## src/rtl/fetch_sequencer.sv

```systemverilog
`default_nettype none
// ============================================================================
// Module   : fetch_sequencer
// Brief    : Assembles INSTR_WIDTH-bit instructions MSB-first from
//            BUS_WIDTH-bit chunks fetched over a 4-phase req/ack link,
//            computes the next PC (sequential or jump) and pulses execution.
//            Bounded retry on timeout, sticky fetch error, prescaled FSM
//            tick and a host restart handshake, single clock domain.
// Revision : 1.0 - initial release
// ============================================================================
module fetch_sequencer #(
    parameter int         BUS_WIDTH   = 8,
    parameter int         INSTR_WIDTH = 16,
    parameter int         PC_WIDTH    = 12,
    parameter int         ADDR_WIDTH  = 8,
    parameter int         TICK_LOG2   = 17,
    parameter int         TIMEOUT     = 100,
    parameter int         MAX_RETRIES = 3,
    parameter logic [3:0] JUMP_OPCODE = 4'h1
) (
    input  logic                   clk,
    input  logic                   rst,
    input  logic [BUS_WIDTH-1:0]   data_in,
    input  logic                   ack,
    input  logic                   host_restart,
    output logic                   req,
    output logic [ADDR_WIDTH-1:0]  chunk_addr,
    output logic [PC_WIDTH-1:0]    pc,
    output logic [INSTR_WIDTH-1:0] instruction,
    output logic                   exec_pulse,
    output logic                   exec_reset,
    output logic                   fetch_error,
    output logic                   busy
);

    localparam int c_CHUNKS = INSTR_WIDTH / BUS_WIDTH;
    localparam int c_IDX_W  = (c_CHUNKS > 1) ? $clog2(c_CHUNKS) : 1;
    // The timeout counter only ever holds 0..TIMEOUT-1; reaching TIMEOUT fires.
    localparam int c_TO_W   = (TIMEOUT > 1) ? $clog2(TIMEOUT) : 1;
    localparam int c_RT_W   = (MAX_RETRIES > 0) ? $clog2(MAX_RETRIES + 1) : 1;

    typedef enum logic [2:0] {
        S_GAP  = 3'd0,
        S_REQ  = 3'd1,
        S_REL  = 3'd2,
        S_HALT = 3'd3,
        S_HOLD = 3'd4
    } state_t;

    state_t                 r_state;
    logic                   r_req;
    logic [PC_WIDTH-1:0]    r_pc;
    logic [c_IDX_W-1:0]     r_chunk_idx;
    logic [INSTR_WIDTH-1:0] r_instr;
    logic                   r_exec_pulse;
    logic                   r_exec_reset;
    logic                   r_fetch_error;
    logic [c_RT_W-1:0]      r_retry;
    logic [c_TO_W-1:0]      r_to_cnt;

    logic                   r_ack_s1;
    logic                   r_ack_s2;
    logic                   r_hr_s1;
    logic                   r_hr_s2;
    logic                   r_hr_prev;
    logic                   r_restart_pend;

    logic                   w_tick;
    logic                   w_hr_rise;
    logic                   w_timeout;
    logic                   w_retry_ok;
    logic                   w_last_chunk;
    logic [3:0]             w_opcode;
    logic [PC_WIDTH-1:0]    w_pc_next;

    // Prescaler: tick on the all-ones count; with TICK_LOG2 = 0 every clk ticks
    generate
        if (TICK_LOG2 == 0) begin : g_tick_every_clk
            assign w_tick = 1'b1;
        end else begin : g_tick_prescaler
            logic [TICK_LOG2-1:0] r_presc;

            // Free-running prescaler, wraps after the all-ones tick cycle
            always_ff @(posedge clk or negedge rst) begin
                if (!rst) begin
                    r_presc <= '0;
                end else begin
                    r_presc <= r_presc + 1'b1;
                end
            end

            assign w_tick = &r_presc;
        end
    endgenerate

    // Two-flop synchronisers for ack and host_restart, plus restart edge history
    always_ff @(posedge clk or negedge rst) begin
        if (!rst) begin
            r_ack_s1  <= 1'b0;
            r_ack_s2  <= 1'b0;
            r_hr_s1   <= 1'b0;
            r_hr_s2   <= 1'b0;
            r_hr_prev <= 1'b0;
        end else begin
            r_ack_s1  <= ack;
            r_ack_s2  <= r_ack_s1;
            r_hr_s1   <= host_restart;
            r_hr_s2   <= r_hr_s1;
            r_hr_prev <= r_hr_s2;
        end
    end

    assign w_hr_rise = r_hr_s2 & ~r_hr_prev;

    // Restart edge is caught at clk rate and held until a tick consumes it
    always_ff @(posedge clk or negedge rst) begin
        if (!rst) begin
            r_restart_pend <= 1'b0;
        end else begin
            r_restart_pend <= w_hr_rise | (r_restart_pend & ~w_tick);
        end
    end

    assign w_timeout    = (r_to_cnt == c_TO_W'(TIMEOUT - 1));
    assign w_retry_ok   = (r_retry < c_RT_W'(MAX_RETRIES));
    assign w_last_chunk = (r_chunk_idx == c_IDX_W'(c_CHUNKS - 1));
    assign w_opcode     = r_instr[INSTR_WIDTH-1 -: 4];
    assign w_pc_next    = (w_opcode == JUMP_OPCODE) ? r_instr[PC_WIDTH-1:0]
                                                    : r_pc + 1'b1;

    // Fetch FSM: advances on ticks only; restart outranks ack and timeout
    always_ff @(posedge clk or negedge rst) begin
        if (!rst) begin
            r_state       <= S_GAP;
            r_req         <= 1'b0;
            r_pc          <= '0;
            r_chunk_idx   <= '0;
            r_instr       <= '0;
            r_exec_pulse  <= 1'b0;
            r_exec_reset  <= 1'b0;
            r_fetch_error <= 1'b0;
            r_retry       <= '0;
            r_to_cnt      <= '0;
        end else begin
            r_exec_pulse <= 1'b0;
            r_exec_reset <= 1'b0;
            if (w_tick) begin
                if (r_restart_pend) begin
                    r_pc          <= '0;
                    r_chunk_idx   <= '0;
                    r_retry       <= '0;
                    r_fetch_error <= 1'b0;
                    r_req         <= 1'b0;
                    r_to_cnt      <= '0;
                    r_exec_reset  <= 1'b1;
                    r_state       <= S_HOLD;
                end else begin
                    case (r_state)
                        S_GAP: begin
                            r_req    <= 1'b1;
                            r_to_cnt <= '0;
                            r_state  <= S_REQ;
                        end
                        S_REQ: begin
                            if (r_ack_s2) begin
                                for (int k = 0; k < c_CHUNKS; k++) begin
                                    if (r_chunk_idx == c_IDX_W'(k)) begin
                                        r_instr[INSTR_WIDTH-1-k*BUS_WIDTH -: BUS_WIDTH] <= data_in;
                                    end
                                end
                                r_req    <= 1'b0;
                                r_to_cnt <= '0;
                                r_state  <= S_REL;
                            end else if (w_timeout) begin
                                r_req    <= 1'b0;
                                r_to_cnt <= '0;
                                if (w_retry_ok) begin
                                    r_retry <= r_retry + 1'b1;
                                    r_state <= S_GAP;
                                end else begin
                                    r_fetch_error <= 1'b1;
                                    r_state       <= S_HALT;
                                end
                            end else begin
                                r_to_cnt <= r_to_cnt + 1'b1;
                            end
                        end
                        S_REL: begin
                            if (!r_ack_s2) begin
                                r_retry  <= '0;
                                r_to_cnt <= '0;
                                r_state  <= S_GAP;
                                if (w_last_chunk) begin
                                    r_chunk_idx  <= '0;
                                    r_exec_pulse <= 1'b1;
                                    r_pc         <= w_pc_next;
                                end else begin
                                    r_chunk_idx <= r_chunk_idx + 1'b1;
                                end
                            end else if (w_timeout) begin
                                r_req    <= 1'b0;
                                r_to_cnt <= '0;
                                if (w_retry_ok) begin
                                    r_retry <= r_retry + 1'b1;
                                    r_state <= S_GAP;
                                end else begin
                                    r_fetch_error <= 1'b1;
                                    r_state       <= S_HALT;
                                end
                            end else begin
                                r_to_cnt <= r_to_cnt + 1'b1;
                            end
                        end
                        S_HALT: begin
                            r_req <= 1'b0;
                        end
                        S_HOLD: begin
                            r_req <= 1'b0;
                            if (!r_hr_s2) begin
                                r_state <= S_GAP;
                            end
                        end
                        default: begin
                            r_req   <= 1'b0;
                            r_state <= S_GAP;
                        end
                    endcase
                end
            end
        end
    end

    // Address is a pure function of registered pc/chunk_idx, so it only moves on ticks
    assign chunk_addr  = ADDR_WIDTH'(32'(r_pc) * 32'(c_CHUNKS) + 32'(r_chunk_idx));
    assign req         = r_req;
    assign pc          = r_pc;
    assign instruction = r_instr;
    assign exec_pulse  = r_exec_pulse;
    assign exec_reset  = r_exec_reset;
    assign fetch_error = r_fetch_error;
    assign busy        = (r_state != S_HALT) && (r_state != S_HOLD);

endmodule
`default_nettype wire

```

## config.mk

```make
export PLATFORM = sky130hd
export DESIGN_NAME = fetch_sequencer
export DESIGN_NICKNAME = d
export VERILOG_FILES = /design/src/rtl/fetch_sequencer.sv
export SDC_FILE = /design/constraint.sdc
export NUM_CORES = 1
export LEC_CHECK = 0
export CAP_MARGIN = 20
export CORE_MARGIN = 2
export CORE_UTILIZATION = 48
export DETAILED_ROUTE_END_ITERATION = 8
export GPL_TIMING_DRIVEN = 0
export PLACE_DENSITY_LB_ADDON = 0.12
export REMOVE_ABC_BUFFERS = 1
export SLEW_MARGIN = 20
export SYNTH_ARGS = -nofsm -noshare
export SYNTH_HDL_FRONTEND = slang
export SYNTH_SLANG_ARGS = --single-unit
```

## constraint.sdc

```tcl
create_clock -name clk -period 2.1 [get_ports clk]
set_clock_uncertainty 0.2 [all_clocks]
set_input_delay 0.42 -clock clk [delete_from_list [all_inputs] [get_ports clk]]
set_output_delay 0.42 -clock clk [all_outputs]
set_load 0.05 [all_outputs]
```

-- Word level (Yosys, flattened, before mapping)
Cells that the tools add are included.
- add/subtract/negate cells: 6
- $mul: 0
- divide/modulo/power cells: 0
- $lt $le $gt $ge: 1
- eq/ne operators: 13
- shift-type cells: 0
- mux-type cells: 45
- bitwise gates (word level): 7
- reductions and logical operators: 16
- operators with widths (kind ; count):
    12-bit two-way mux ; 5
    19-bit AND reduction ; 3
    21-bit AND reduction ; 2
    20-bit AND reduction ; 2
    18-bit AND reduction ; 2
    7-bit two-way mux ; 4
    7-bit case mux with 3 select lines ; 1
    1-bit two-way mux ; 20
    17-bit by 1-bit adder with 17-bit output (second input constant) ; 1
    17-bit AND reduction ; 1
    3-bit two-way mux ; 5
    3-bit case mux with 5 select lines ; 1
    12-bit by 1-bit adder with 12-bit output (second input constant) ; 1
    2-bit two-way mux ; 6
    3-bit != test (second input constant) ; 4
    8-bit by 1-bit adder with 8-bit output ; 1
    7-bit by 1-bit adder with 7-bit output (second input constant) ; 1
    7-bit == test (second input constant) ; 1
    3-bit by 2-bit == test with 1-bit output (second input constant) ; 2
    4-bit by 1-bit == test with 1-bit output (second input constant) ; 1
    1-bit NOT ; 4
    2-bit case mux with 2 select lines ; 1
    2-bit nonzero test ; 2
    4-bit nonzero test ; 1
    other kinds (15) ; 16
- register bits: 68
- latch bits: 0
- bits in writable memories: 0
- bits in read-only memories: 0
- input bits: 12
- output and inout bits: 41
- logic and storage cells: 106
- memories kept: 0

-- Logic depth before layout (Yosys ltp)
Gate-level depths: netlist of the first run.
- depth in word-level cells: 6
- mapped depth: 7
- gate-level depth less buffers: 6

-- Worst setup path before layout of the first run
OpenSTA, ideal clock, no wires.
- kind: reg2reg
- from: register r_to_cnt[0]
- to: register r_retry[0]
- setup time: 0.121 ns
- arrival time: 1.875 ns
- data required time: 1.779 ns
- setup slack: -0.095 ns
- cell stages (with the launch flop): 8
- buffers on the path: 1
- period minus slack after synthesis: 2.195 ns
- cell sequence: dfrtp_1 -> ha_1 -> nand2b_4 -> or4_1 -> buf_2 -> or4_1 -> a21oi_1 -> a21oi_1
- word-level cells in the longest chain between the ends: 5
- elaborated cells on any way between the ends: 6
- those cells by class: eq/ne (1); mux (5)
- RTL lines (element ; RTL line ; text):
    start, declared ; 59 ; logic [c_TO_W-1:0] r_to_cnt;
    start signal, assigned ; 185 ; r_to_cnt <= r_to_cnt + 1'b1;
    start signal, assigned ; 211 ; r_to_cnt <= r_to_cnt + 1'b1;
    7-bit == test (*) ; 124 ; assign w_timeout = (r_to_cnt == c_TO_W'(TIMEOUT - 1));
    2-bit two-way mux (*) ; n/a ;
    2-bit two-way mux, on equally long branches ; n/a ;
    2-bit case mux with 2 select lines (*) ; n/a ;
    2-bit two-way mux (*) ; n/a ;
    end signal, assigned ; 178 ; r_retry <= r_retry + 1'b1;
    end signal, assigned ; 204 ; r_retry <= r_retry + 1'b1;
    end, declared ; 58 ; logic [c_RT_W-1:0] r_retry;
Mark *: on every way between the ends. The rest lies on a longest branch, timed or not. The select of a mux whose other input is x is not followed.
A chain may end at the register's enable or synchronous reset.

-- Worst setup path after layout of the first run
- from: register g_tick_prescaler.r_presc[0]
- to: register r_pc[11] (netlist: pc[11])
- word-level cells in the longest chain between the ends: 1
- RTL lines (element ; RTL line ; text):
    start, declared ; 81 ; logic [TICK_LOG2-1:0] r_presc;
    start signal, assigned ; 88 ; r_presc <= r_presc + 1'b1;
    20-bit AND reduction (no line) ; n/a ;
    end signal, assigned ; 196 ; r_pc <= w_pc_next;
    end, declared ; 52 ; logic [PC_WIDTH-1:0] r_pc;
Every way passes these cells.

==> impl_metrics.py, run 1 <==
metrics = {
    "pwr": {
        "power_leakage_nw": 2.16,
        "power_density_nw_per_um2": 579,
        "ir_drop_mv": 0.334,
    },
    "timing": {
        "rsz0062_at_grt": "true",
        "report.final.slew_viol_count": 0,
        "setup_viol": 0,
        "max_freq_mhz": 482,
        "min_period_over_period": 0.988,
        "min_period_ps": 2070,
        "worstMarginPinSlew_ps": 507,
        "slew_headroom": 0.661,
        "holdWs_ps": 153,
        "hold_viol": 0,
    },
    "routing": {
        "routed_wl_mm": 8.14,
        "via_per_inst": 5.73,
        "postRouteAntennaNets": 0,
        "route.met2.wl_mm": 3.98,
        "wl_met1_mm": 3.57,
        "first_pass_iters": 4,
        "met3_length_um": 494,
        "highest_layer": "met4",
        "drc": 0,
        "drt_iter0_drc": 218,
        "vias": 2870,
        "wl_per_cell_um": 16.2,
    },
    "synthesis": {
        "yosys-top-cells-count": "68 x dfrtp_1, 27 x o21ai_0, 22 x nor2_1",
        "synth.cell_area_sq_um": 3400,
        "yosys_warnings": 0,
        "synth_edf_count": 0,
        "yosys.area.top_type_share": 0.501,
        "synth.most_common_cell": "dfrtp_1",
        "ys_ff_latch": 68,
        "ys_types": 54,
        "seq_area_frac_synth": 0.501,
        "avgSynthCellArea_sq_um": 10.4,
        "async_reset_ff_frac": 1.00,
        "synth_area_leader_cell": "dfrtp_1",
        "synthCells": 326,
        "synthFlopType": "dfrtp_1",
        "synthTopCellsByArea": "dfrtp_1 50%, mux2_2 5.3%, o21ai_0 4.0%, a21oi_1 3.1%, xnor2_1 3.1%",
    },
    "layout": {
        "layout.nets": 416,
        "instances_no_fill": 501,
        "layout-drive-gt1-share": 0.269,
        "diodes": 0,
        "ff_latch_area_sq_um": 1720,
        "multiInputGateArea_sq_um": 1670,
        "nFillCells": 576,
        "area_delta_synth_final_pct": 33.4,
    },
    "placement": {
        "gp_congestion": 0.833,
        "portBuffers": 52,
        "dp_hpwl_mm": 5.25,
        "dp.cells": 456,
    },
    "die": {
        "start_util": 0.497,
        "dieArea_sq_um": 7770,
        "dieWidth_um": 88.1,
        "dieHeight_um": 88.1,
        "fp.coreArea_sq_um": 6830,
        "rows": 30,
        "io_pins": 53,
    },
    "global_routing": {
        "grt_pass1_wl_mm": 12.9,
        "grt.total_usage": 0.216,
        "grt_start_max_net_pins": 41,
        "grt_pass1_vias": 2614,
        "antenna_found_initial": 0,
        "gr-total-overflow": 0,
    },
    "cts": {
        "clk_pin_slew_worst_paths_ps": 70,
        "h-tree-depth": 3,
        "clk_latency_ps": 350,
        "cts_sinks": 68,
        "cts-buffers-inserted": 9,
        "cts_root_buf": "clkbuf_8",
        "cts_max_path_buffers": 2,
        "cts_tree": "built",
    },
    "flow_run": {
        "drv_cap": 0,
    },
    "setup_path": {
        "reg2reg_depth": 6,
        "cp.arrival_ps": 2110,
        "critPathRequiredTime_ps": 2130,
        "critPathLaunchType": "flop",
        "path_class": "reg2reg",
        "cp-end-kind": "flop",
        "r2r-start": "g_tick_prescaler.r_presc[0]",
        "timing.reg2reg.setup_slack_ps": 30,
        "regToRegEndpoint": "pc[11]",
        "worstPathMaxFanout": 14,
    },
    "status": {
        "status": "finished, final reports clean",
    },
    "worst_hold_path": {
        "worstHoldPathCells": 0,
        "min_from": "r_hr_s1",
        "min_path_type": "reg2reg",
        "holdPathEnd": "r_hr_s2",
    },
}
==> worst max-delay path, stage by stage (launching register included) <==
cell     delay, ps
dfrtp_2        410
buf_4          130
nand4_1        180
nor4_4         440
nand3_4        230
buf_4          190
o22a_1         200
==> logic make-up (layout without fill, tap and decap cells) <==
group / count (synthesis) / in the layout / synth area share
muxes: 17 / 17 / 0.0560
buffers and inverters: 33 / 112 / 0.0475
DFF: 68 / 68 / 0.501
and+or+nand+nor: 112 / 112 / 0.207
adders and majority gates: 4 / 4 / 0.0147
xor gates and xnor gates: 14 / 14 / 0.0361
AOI/OAI and AO/OA: 78 / 78 / 0.137
==> power breakdown <==
group / leakage, nW / switching, W / total [W] / internal [W]
combinational: 1.14 / 0.0000303 / 0.0000546 / 0.0000242
sequential: 0.904 / 0.00000436 / 0.00132 / 0.00131
clock: 0.112 / 0.000515 / 0.00125 / 0.000735
total: 2.16 / 0.000550 / 0.00262 / 0.00207
==> metal layers <==
layer | vias to the layer above | track usage
met5 | - | 0
met4 | 0 | 0.0592
met3 | 9 | 0.0509
met2 | 109 | 0.344
met1 | 1419 | 0.298
li1 | 1333 | -
==> registers in the layout, summed over array words and instances, names as in the netlist <==
register	flops
exec_pulse	1
pc	12
req	1
r_ack_s1	1
fetch_error	1
g_tick_prescaler.r_presc	17
r_chunk_idx	1
r_hr_prev	1
r_ack_s2	1
r_hr_s2	1
r_state	3
r_hr_s1	1
instruction	16
r_restart_pend	1
r_to_cnt	7
exec_reset	1
r_retry	2
==> metrics by stage <==
step	setup WS, ps	total power [W]	cell area [sq um]	utilization	TNS [ps]
finish	26.0	0.00262	4530	0.663	0
global route	-62.9	0.00272	4530	0.663	-401
CTS	3.51	0.00264	4310	0.631	0
detailed placement	-353	0.00140	3960	0.579	-8710
global placement	-1830	0.00139	3920	0.574	-145310
floorplan	-1010	0.00134	3280	-	-10420
==> repair_timing <==
action	CTS	global route
resized for setup	58	31
setup buffers	11	17
cloned	0	0
pin swaps	7	8
setup endpoints to repair	76	39
hold buffers	1	0
hold endpoints to repair	28	0
==> how the worst max path moves through the flow <==
stage                                 start         endpoint  slack [ps]  cells past startpoint
3_5_place_dp    g_tick_prescaler.r_presc[0]   instruction[7]        -350                      5
4_1_cts        g_tick_prescaler.r_presc[13]  instruction[11]           4                      5
2_1_floorplan               instruction[12]            pc[0]       -1010                      4
3_3_place_gp                            rst      r_to_cnt[5]       -1830                      1
5_1_grt         g_tick_prescaler.r_presc[0]            pc[1]         -60                      6
6_report        g_tick_prescaler.r_presc[0]           pc[11]          30                      6
==> layout by cell type, fill, tap and decap left out, types with 3 or more instances in the layout <==
| cell type | count |
|---|---|
| nand2b_1 | 4 |
| buf_2 | 4 |
| clkbuf_8 | 11 |
| nor3_1 | 6 |
| nand3_1 | 14 |
| dfrtp_2 | 13 |
| mux2_2 | 15 |
| nor2_1 | 21 |
| o21ai_0 | 24 |
| o2bb2ai_1 | 4 |
| a21oi_1 | 20 |
| nand4_1 | 7 |
| nand2_1 | 12 |
| clkdlybuf4s50_1 | 10 |
| dfrtp_1 | 55 |
| buf_12 | 3 |
| xnor2_1 | 12 |
| a21o_1 | 3 |
| o21ai_1 | 4 |
| nor4_1 | 5 |
| o31ai_1 | 3 |
| dlygate4sd2_1 | 37 |
| o22ai_1 | 5 |
| nor2b_1 | 3 |
| inv_1 | 12 |
| and3_1 | 4 |
| buf_4 | 26 |
==> area by class of cell <==
class                   count  area share
inverters                  12     0.00994
clock inverters             5      0.0185
flip-flops and latches     68       0.379
clock buffers              11      0.0334
well taps                  96      0.0265
repair buffers             84       0.164
multi-input cells         225       0.368
Note: power is estimated with default switching activity, not from simulation.
==> run 2: changes to the inputs <==
- CORE_UTILIZATION: 48 -> 50
- CTS_BUF_LIST: not set -> sky130_fd_sc_hd__clkbuf_4 sky130_fd_sc_hd__clkbuf_8
- CTS_CLUSTER_DIAMETER: not set -> 150
- GPL_TIMING_DRIVEN: 0 -> not set
==> run 2 against run 1 <==
Compared with the run above:
- die area down 3.8%
- routed wire length down 4.7%
- highest routed layer unchanged
- core utilization up 0.57 points
- maximum frequency down 0.41%
- global-route usage up 0.20 points
- critical endpoint is now r_retry[0]
==> impl_metrics.py, run 2 (same netlist as run 1, synthesis figures left out) <==
metrics = {
    "status": {
        "status": "finished, final reports clean",
    },
    "timing": {
        "report.final.slew_viol_count": 0,
        "rsz0062_at_grt": "true",
        "holdWs_ps": 152,
        "worst_slack_ps": 17.5,
        "slew_headroom": 0.732,
        "hold_viol": 0,
        "setup_viol": 0,
        "max_freq_mhz": 480,
        "min_period_ps": 2080,
        "finalSetupTns_ps": 0,
        "min_period_over_period": 0.992,
        "worstMarginPinSlew_ps": 399,
    },
    "setup_path": {
        "critPathLaunchType": "flop",
        "path_class": "reg2reg",
        "cp.arrival_ps": 2120,
        "worstPathMaxFanout": 3,
        "critPathRequiredTime_ps": 2140,
        "cp-end-kind": "flop",
    },
    "routing": {
        "via_per_inst": 5.72,
        "postRouteAntennaNets": 0,
        "drc": 0,
        "routed_wl_mm": 7.76,
        "wl_per_cell_um": 15.8,
        "vias": 2814,
        "drt_iter0_drc": 144,
        "first_pass_iters": 4,
    },
    "cts": {
        "cts_max_path_buffers": 2,
        "cts_sinks": 68,
        "cts_tree": "built",
        "cts_root_buf": "clkbuf_8",
        "cts-buffers-inserted": 9,
        "clk_latency_ps": 350,
        "h-tree-depth": 3,
        "clk_pin_slew_worst_paths_ps": 70,
    },
    "layout": {
        "largest_register_ffs": 17,
        "layout_common_cells": "75 x buf_4, 64 x dfrtp_1, 27 x o21ai_0, 20 x nor2_1, 17 x a21oi_1",
        "layout.nets": 423,
        "area_delta_synth_final_pct": 31.6,
        "regMostFlops": "g_tick_prescaler.r_presc",
        "final_common_cell": "buf_4",
        "diodes": 0,
        "layout-drive-gt1-share": 0.352,
        "final_util": 0.669,
    },
    "global_routing": {
        "grt.total_usage": 0.218,
        "grt_pass1_wl_mm": 12.7,
        "grt_pass1_vias": 2662,
        "gr-total-overflow": 0,
        "grt_start_max_net_pins": 69,
        "antenna_found_initial": 0,
    },
    "die": {
        "start_util": 0.508,
        "rows": 30,
        "dieWidth_um": 86.4,
        "fp.coreArea_sq_um": 6680,
        "dieArea_sq_um": 7470,
        "dieHeight_um": 86.4,
        "io_pins": 53,
    },
    "placement": {
        "dp_hpwl_mm": 5.33,
        "portBuffers": 52,
        "gp_congestion": 0.853,
        "place_ws_ps": -34.5,
    },
    "pwr": {
        "power_density_nw_per_um2": 590,
        "power_leakage_nw": 2.08,
        "ir_drop_mv": 0.404,
    },
    "flow_run": {
        "drv_cap": 0,
    },
    "worst_hold_path": {
        "min_path_type": "reg2reg",
    },
}
-- run 2: per-stage QoR --
step | cell area, sq um | instances | total power, W
2_1_floorplan | 3280 | 305 | 0.00134
3_3_place_gp | 4080 | 468 | 0.00140
3_5_place_dp | 4080 | 468 | 0.00140
4_1_cts | 4360 | 486 | 0.00267
5_1_grt | 4470 | 492 | 0.00272
6_report | 4470 | 492 | 0.00264
-- run 2: repair_timing --
item	4_1_cts	5_1_grt
pin swaps	0	8
setup buffers	1	6
hold endpoints to repair	68	0
hold buffers	1	0
setup endpoints to repair	6	33
gates resized for setup	5	17
-- run 2: worst paths after layout --
check	start	end	slack, ps	cells past startpoint
setup / recovery	r_to_cnt[1]	r_retry[0]	20	6
hold / removal	r_hr_s1	r_hr_s2	150	0
setup reg to reg	r_to_cnt[1]	r_retry[0]	20	6
hold reg to reg	r_hr_s1	r_hr_s2	150	0
max in group asynchronous	rst	r_state[0]	990	3
min in group asynchronous	rst	g_tick_prescaler.r_presc[7]	430	3
-- run 2: area by class of cell --
cell class / instances / area (sq um)
Timing Repair Buffer: 91 / 758
Clock inverter: 3 / 67.6
Multi-Input combinational cell: 225 / 1620
Fill cell: 534 / 2210
Inverter: 12 / 45.0
Tap cell: 80 / 100
Sequential cell: 68 / 1710
Clock buffer: 13 / 173
-- run 2: worst max-delay path, cell delays in order (launching register included) --
cell and delay [ps]:
dfrtp_1 400, ha_4 160, nand2b_4 50, or4_4 430, or4_4 560, a21oi_2 140, a21oi_1 50
-- run 2: metal layers --
| layer | wire length, um | GRT usage | vias to the layer above | share of wire |
|---|---|---|---|---|
| met4 | 153 | 0.107 | 0 | 0.020 |
| met2 | 3670 | 0.335 | 80 | 0.47 |
| met3 | 328 | 0.0343 | 12 | 0.042 |
| li1 | - | - | 1339 | - |
| met5 | 0 | 0 | - | 0 |
| met1 | 3610 | 0.302 | 1383 | 0.46 |
-- run 2: report_power, final --
group	leakage, nW	switching (W)	internal (W)	total (W)
clock network	0.119	0.000488	0.000779	0.00127
logic	1.04	0.0000302	0.0000238	0.0000540
registers	0.915	0.00000399	0.00131	0.00132
total	2.08	0.000523	0.00212	0.00264
==> run 3: changes to the inputs <==
- CORE_UTILIZATION: 50 -> 30
==> run 3 against run 2 <==
Compared with the run above:
- die area grew 63%
- via count down 1.4%
- maximum frequency rose by 0.29%
- critical path depth is the same
- clock-buffer cell count stayed put
- setup slack better by 6.1 ps
- power grew 0.36%
- flip-flop and latch count did not move
- combinational power increased by 3%
- sequential share of layout area is 1.1 points lower
- final cell count is 13% higher
- register-to-register slack about the same
- critical path type unchanged
- critical endpoint unchanged
==> impl_metrics.py, run 3 (same netlist as run 1, synthesis figures left out) <==
metrics = {
    "status": {
        "status": "finished, final reports clean",
    },
    "global_routing": {
        "gr-total-overflow": 0,
        "grt.total_usage": 0.142,
        "grt_pass1_vias": 2744,
        "antenna_found_initial": 0,
        "grt_pass1_wl_mm": 14.1,
        "grt_start_max_net_pins": 69,
    },
    "layout": {
        "regMostFlops": "g_tick_prescaler.r_presc",
        "layout-drive-gt1-share": 0.364,
        "layout_common_cells": "75 x buf_4, 65 x dfrtp_1, 23 x o21ai_0, 20 x nor2_1, 17 x a21oi_1",
        "largest_register_ffs": 17,
        "layout.nets": 426,
        "ff_latch_area_sq_um": 1710,
        "diodes": 0,
        "final_common_cell": "buf_4",
        "nFillCells": 1098,
        "multiInputGateArea_sq_um": 1640,
        "area_delta_synth_final_pct": 35.4,
        "finalInstanceArea_sq_um": 4600,
    },
    "timing": {
        "min_period_over_period": 0.989,
        "holdWs_ps": 153,
        "slew_headroom": 0.724,
        "finalSetupTns_ps": 0,
        "hold_viol": 0,
        "min_period_ps": 2080,
        "setup_viol": 0,
        "rsz0062_at_grt": "true",
        "report.final.slew_viol_count": 0,
        "worstMarginPinSlew_ps": 411,
        "max_freq_mhz": 482,
    },
    "setup_path": {
        "cp.arrival_ps": 2110,
        "worstPathMaxFanout": 3,
        "path_class": "reg2reg",
        "critPathRequiredTime_ps": 2140,
        "reg2reg_depth": 6,
        "critPathLaunchType": "flop",
        "cp-end-kind": "flop",
        "timing.reg2reg.setup_slack_ps": 20,
    },
    "flow_run": {
        "drv_cap": 0,
    },
    "cts": {
        "clk_latency_ps": 340,
        "cts-buffers-inserted": 9,
        "cts_max_path_buffers": 2,
        "h-tree-depth": 3,
        "cts_sinks": 68,
        "cts_root_buf": "clkbuf_8",
        "clk_pin_slew_worst_paths_ps": 80,
        "cts_tree": "built",
    },
    "placement": {
        "dpl-instance-area_sq_um": 4170,
        "gp_congestion": 0.810,
        "portBuffers": 52,
        "dp_hpwl_mm": 5.88,
    },
    "die": {
        "fp.coreArea_sq_um": 10900,
        "io_pins": 53,
        "rows": 38,
        "dieWidth_um": 110,
        "dieArea_sq_um": 12200,
        "dieHeight_um": 110,
        "start_util": 0.311,
    },
    "routing": {
        "postRouteAntennaNets": 0,
        "first_pass_iters": 5,
        "routed_wl_mm": 8.38,
        "drt_iter0_drc": 115,
        "drc": 0,
        "vias": 2776,
        "wl_per_cell_um": 15.1,
        "via_per_inst": 5.00,
    },
    "worst_hold_path": {
        "worstHoldPathCells": 0,
        "min_path_type": "reg2reg",
    },
    "pwr": {
        "ir_drop_mv": 0.326,
        "power.total_w": 0.00265,
        "power_density_nw_per_um2": 576,
        "power_leakage_nw": 2.10,
    },
}
## run 3: path summary, 6_finish.rpt
path / from / to
max in group asynchronous: rst / g_tick_prescaler.r_presc[5]
min reg2reg: r_ack_s1 / r_ack_s2
min: r_ack_s1 / r_ack_s2
max reg2reg: r_to_cnt[1] / r_retry[0]
min in group asynchronous: rst / instruction[7]
max: r_to_cnt[1] / r_retry[0]
## run 3: timing repair
item,in CTS,in global routing
endpoints found under the hold margin,68,0
pin swaps,0,13
gates resized for setup,8,24
setup buffers,1,8
endpoints found under the setup margin,5,42
hold buffers,1,0
## run 3: worst max-delay path, cell delays in order (launching register included)
cell and delay (ps):
dfrtp_1 390, ha_4 160, nand2b_4 50, or4_4 510, or4_4 490, a21oi_2 120
a21oi_1 40
## run 3: metrics by stage
step,worst slack [ps],instances,utilization
2_1_floorplan,-1010,305,-
3_3_place_gp,-48.1,530,0.382
3_5_place_dp,-82.1,530,0.382
4_1_cts,4.61,547,0.407
5_1_grt,-48.4,555,0.421
6_report,23.6,555,0.421
## run 3: final cells by class
class                   count  area share
clock buffers              13      0.0375
clock inverters             3      0.0147
inverters                  12     0.00979
multi-input cells         225       0.357
flip-flops and latches     68       0.371
well taps                 140      0.0381
repair buffers             94       0.172
## run 3: report_power, final
part	internal (W)	switching, W
Sequential	0.00131	0.00000499
Combinational	0.0000239	0.0000315
Clock	0.000780	0.000495
Total	0.00212	0.000532
## run 3: metal layers
layer	global-route usage	share of wire	up-vias
li1	-	-	1348
met1	0.193	0.47	1366
met2	0.227	0.48	56
met3	0.0406	0.042	6
met4	0.0300	0.0078	0
met5	0	0	-
